--- src/rtl/paralelo_serial.sv ---
// paralelo_serial: parallel-to-serial transmitter for the physical layer.
// Takes one byte per 8-cycle byte slot and shifts it out MSB-first, one bit per clk_32f cycle.
// After reset (and whenever enable drops) it sends SYNC_COUNT comma bytes so the far-end
// deserializer can frame-align. Once ACTIVE, any slot without valid data carries a comma.
//
// Ports:
//   clk_32f     bit clock, rising edge
//   reset       synchronous, active-low reset
//   enable      link enable; sampled only at byte boundaries
//   data_in     byte to send; taken on the edge ending a ready_out=1 cycle
//   valid_in    qualifies data_in
//   data_out    serial bit (registered)
//   ready_out   high during the last bit of a byte when the next byte comes from data_in
//   active      high while in the ACTIVE state (registered)
//   byte_start  high while data_out carries a byte's MSB
module paralelo_serial #(
  parameter int unsigned SYNC_COUNT = 4,   // legal range 1..15
  parameter logic [7:0]  COMMA      = 8'hBC
) (
  input  logic       clk_32f,
  input  logic       reset,
  input  logic       enable,
  input  logic [7:0] data_in,
  input  logic       valid_in,
  output logic       data_out,
  output logic       ready_out,
  output logic       active,
  output logic       byte_start
);

  typedef enum logic {StSync, StActive} state_e;

  localparam logic [3:0] SyncTarget = 4'(SYNC_COUNT);

  state_e     state_q, state_d;
  logic [7:0] sr_q, sr_d;
  logic [2:0] bit_cnt_q, bit_cnt_d;
  logic [3:0] sync_cnt_q, sync_cnt_d;
  logic       data_out_q, data_out_d;

  logic       boundary;
  logic       sync_done;
  logic [7:0] nb;

  // bit_cnt==7 means the last bit of the current byte is on data_out, so the
  // coming edge loads the next byte.
  assign boundary  = (bit_cnt_q == 3'd7);
  assign sync_done = (sync_cnt_q == SyncTarget);

  assign ready_out  = boundary & enable & ((state_q == StActive) | sync_done);
  assign byte_start = (bit_cnt_q == 3'd0);
  assign data_out   = data_out_q;
  assign active     = (state_q == StActive);

  always_comb begin
    nb         = COMMA;
    state_d    = state_q;
    sync_cnt_d = sync_cnt_q;
    if (boundary) begin
      if (!enable) begin
        // Falling back to SYNC: comma wins even if valid data is offered.
        state_d    = StSync;
        sync_cnt_d = 4'd0;
      end else if ((state_q == StSync) && !sync_done) begin
        sync_cnt_d = sync_cnt_q + 4'd1;
      end else begin
        // Same slot as ready_out: first data slot when leaving SYNC, or steady ACTIVE.
        state_d = StActive;
        if (valid_in) begin
          nb = data_in;
        end
      end
      data_out_d = nb[7];
      sr_d       = {nb[6:0], 1'b0};
      bit_cnt_d  = 3'd0;
    end else begin
      data_out_d = sr_q[7];
      sr_d       = {sr_q[6:0], 1'b0};
      bit_cnt_d  = bit_cnt_q + 3'd1;
    end
  end

  always_ff @(posedge clk_32f) begin
    if (!reset) begin
      state_q    <= StSync;
      sr_q       <= 8'd0;
      bit_cnt_q  <= 3'd7;
      sync_cnt_q <= 4'd0;
      data_out_q <= 1'b0;
    end else begin
      state_q    <= state_d;
      sr_q       <= sr_d;
      bit_cnt_q  <= bit_cnt_d;
      sync_cnt_q <= sync_cnt_d;
      data_out_q <= data_out_d;
    end
  end

endmodule

--- config.mk ---
export PLATFORM = sky130hd
export DESIGN_NAME = paralelo_serial
export DESIGN_NICKNAME = d
export VERILOG_FILES = /design/src/rtl/paralelo_serial.sv
export SDC_FILE = /design/constraint.sdc
export NUM_CORES = 1
export LEC_CHECK = 0
export BUFFER_PORTS_ARGS = -buffer_cell sky130_fd_sc_hd__buf_2
export CAP_MARGIN = 20
export CORE_ASPECT_RATIO = 1.2
export CORE_MARGIN = 3
export CORE_UTILIZATION = 45
export DETAILED_ROUTE_END_ITERATION = 16
export GPL_ROUTABILITY_DRIVEN = 0
export PLACE_DENSITY = 0.68
export SLEW_MARGIN = 20
export SYNTH_ARGS = -nofsm -noshare
export SYNTH_HDL_FRONTEND = slang
export SYNTH_SLANG_ARGS = --single-unit
--- constraint.sdc ---
create_clock -name clk_32f -period 3.5 [get_ports clk_32f]
set_clock_uncertainty 0.1 [all_clocks]
set_input_delay 0.175 -clock clk_32f [delete_from_list [all_inputs] [get_ports clk_32f]]
set_output_delay 0.175 -clock clk_32f [all_outputs]
set_load 0.01 [all_outputs]
==> results.md <==
- Synth Register Bits: 16
- Top cell by count, worst path: ha_1
- Tot GR Track Use: 13.5%
- Pwr dens: 493 nW/µm²
- Vias in the first global route: 560
- DRT Pass-1 Iters: 4
- Async set-reset flop share out of synthesis: 0%
- Root Buffer Master: clkbuf_4
- CP endpoint kind: flop
- Core area: 1480 µm²
- Final net count: 109
- Sequential area share after synthesis: 44.1%
- Clock latency on the worst-skew pair: 0.28 ns
- Crit-path cells: ha_1 > ha_1 > and2_1 > o211ai_1 > o221a_2
- Crit-path leading delay family: adder cells
- Inst Count DP: 104
- Post_cts resized: 0
- Hold buffers post-CTS: 0
- Peak VDD IR: 235 µV
- Via/cell ratio: 5.43
- Design Area, Final: 843 µm²
- Iter 0 DRT Violations: 16
- CTS max path bufs: 2
- # DRC: 0
- Hold crit path type: input port to flop
- CTS sink count: 16
- Synthesized Nets: 93
- Die ar.: 2140 µm²
- Largest net degree at the start of global routing: 19
- Post-Place Worst Slack: 1.46 ns
- Total CTS buffers: 3
- Status: finished, final reports clean
- Slew Viols, Final: 0
- Largest stage delay, worst path: 0.49 ns
- Die W: 42.7 µm
- Worst-path maximum fanout: 17
- Worst Path Required: 3.57 ns
- Post-synthesis instance total: 76
- Critical path type: flop to flop
- CTS tree: built
- Setup repair bufs after CTS: 0
- Yosys cell types: 27
- H-tree depth: 1
- Area Overhead vs Synth: 16.0%
- Io pins: 16
- Fin Hold WS: 0.0203 ns
- Ratio of cells with drive above 1 in the final layout: 26.4%
- Static Leak: 0.357 nW
- Wire per inst: 12.3 µm
- Commonest non-fill, non-tap cell in the layout: dfxtp_1
- Commonest non-fill, non-tap cells in the layout: 16 x dfxtp_1, 15 x buf_2, 7 x inv_1
- Post-Layout Cell Count: 108
- Final hold viol count: 0
- Max-cap violations: 0
- Syn Std Cell Area: 727 µm²
- Diode count: 0
- EDFF count, synth: 0
- Post-layout min period: 2.06 ns
- Effective utilization at floorplan: 49.0%
- Gr ovfl total: 0
- Setup TNS: 0 ns
- Worst Path Buf+Inv: 0
- Drt total wl: 1330 µm
- Slew headroom: 63.9%
- Worst slew pin tran: 0.541 ns
- Synth Flop Type: dfxtp_1
- CTS clk-pin slew, worst paths: 0.09 ns
- Initial antenna violation count: 0
- Crit start category: flop
- Placed Instance Area: 807 µm²
- Fmax: 485 MHz
- Synthesis Warnings: 0
- # rows: 15
- CP arrival: 2.13 ns
- Via count: 586
- Final Cycle Share: 58.9%
- First-pass GRT wire length: 2210 µm
- RSZ-0062 raised after global routing: false
- Port Buffers: 15
- Post-route ant nets: 0
- Setup ws final: 1.44 ns
- CP max-delay cell: ha_1
- Die Y: 50.0 µm
- Post-DP HPWL: 1010 µm
- Syn avg cell area: 9.57 µm²
- Final number of setup-violating endpoints: 0
==> metrics by stage <==
step	power (mW)	utilization (%)
CTS	0.424	56.9
finish	0.415	56.9
global placement	0.301	54.4
floorplan	0.281	-
global route	0.444	56.9
detailed placement	0.304	54.4
==> layer usage <==
layer | share of wire, % | up-vias | track usage (%)
met1 | 46 | 265 | 17.1
met4 | 0.90 | 0 | 6.22
met2 | 49 | 8 | 20.8
li1 | - | 311 | -
met3 | 3.5 | 2 | 3.65
met5 | 0 | - | 0
==> kinds of logic (layout without fill, tap and decap cells) <==
family          count (synthesis)  after routing  share of synthesized area [%]
fa+ha+maj                       5              5                           8.61
compound gates                 18             18                           20.5
simple gates                   26             26                           21.0
buf+inv                        11             26                           5.85
flops                          16             16                           44.1
==> layout make-up <==
class	instances	area [µm²]
tap	17	21.3
sequential	16	320
multi-input combinational	49	364
clock buffer	4	36.3
inverter	7	26.3
fill	142	639
timing repair buffer	15	75.1
==> Yosys cell counts, drive strengths merged (2+ instances only) <==
cell / number / area share [%]
a31oi: 2 / 1.7
nor2: 3 / 1.5
nand2: 6 / 3.1
ha: 5 / 8.6
nand4: 2 / 1.7
o221a: 5 / 7.7
inv: 7 / 3.6
dfxtp: 16 / 44
o21ai: 4 / 2.8
nand2b: 4 / 3.4
nand3b: 3 / 3.1
o211ai: 2 / 2.1
clkbuf: 4 / 2.2
==> flip-flops by register name (all words and copies together), names as in the netlist <==
signal and cells:
active 1, bit_cnt_q 3, data_out 1, sr_q 7, sync_cnt_q 4
==> final timing paths <==
path	cells past startpoint	slack, ns	start	endpoint
worst min-delay path	3	0.02	data_in[0]	sr_q[1]$_SDFF_PP0_
worst max-delay path	5	1.44	bit_cnt_q[0]$_SDFF_PN1_	sr_q[4]$_SDFF_PN0_
worst max register to register	5	1.44	bit_cnt_q[0]$_SDFF_PN1_	sr_q[4]$_SDFF_PN0_
worst min register to register	2	0.38	sr_q[1]$_SDFF_PP0_	sr_q[2]$_SDFF_PN0_
==> worst min-delay path: stages <==
cell	delay (ns)
buf_2	0.09
nand2_1	0.05
nor2_1	0.04
==> report_power, final <==
part	switching [mW]	internal [mW]	leakage (nW)	total [mW]
registers	0.0109	0.205	0.131	0.216
logic	0.0424	0.0406	0.205	0.0831
clock network	0.0535	0.0632	0.0210	0.117
total	0.107	0.309	0.357	0.415
Power figures use the tool's default switching activity.
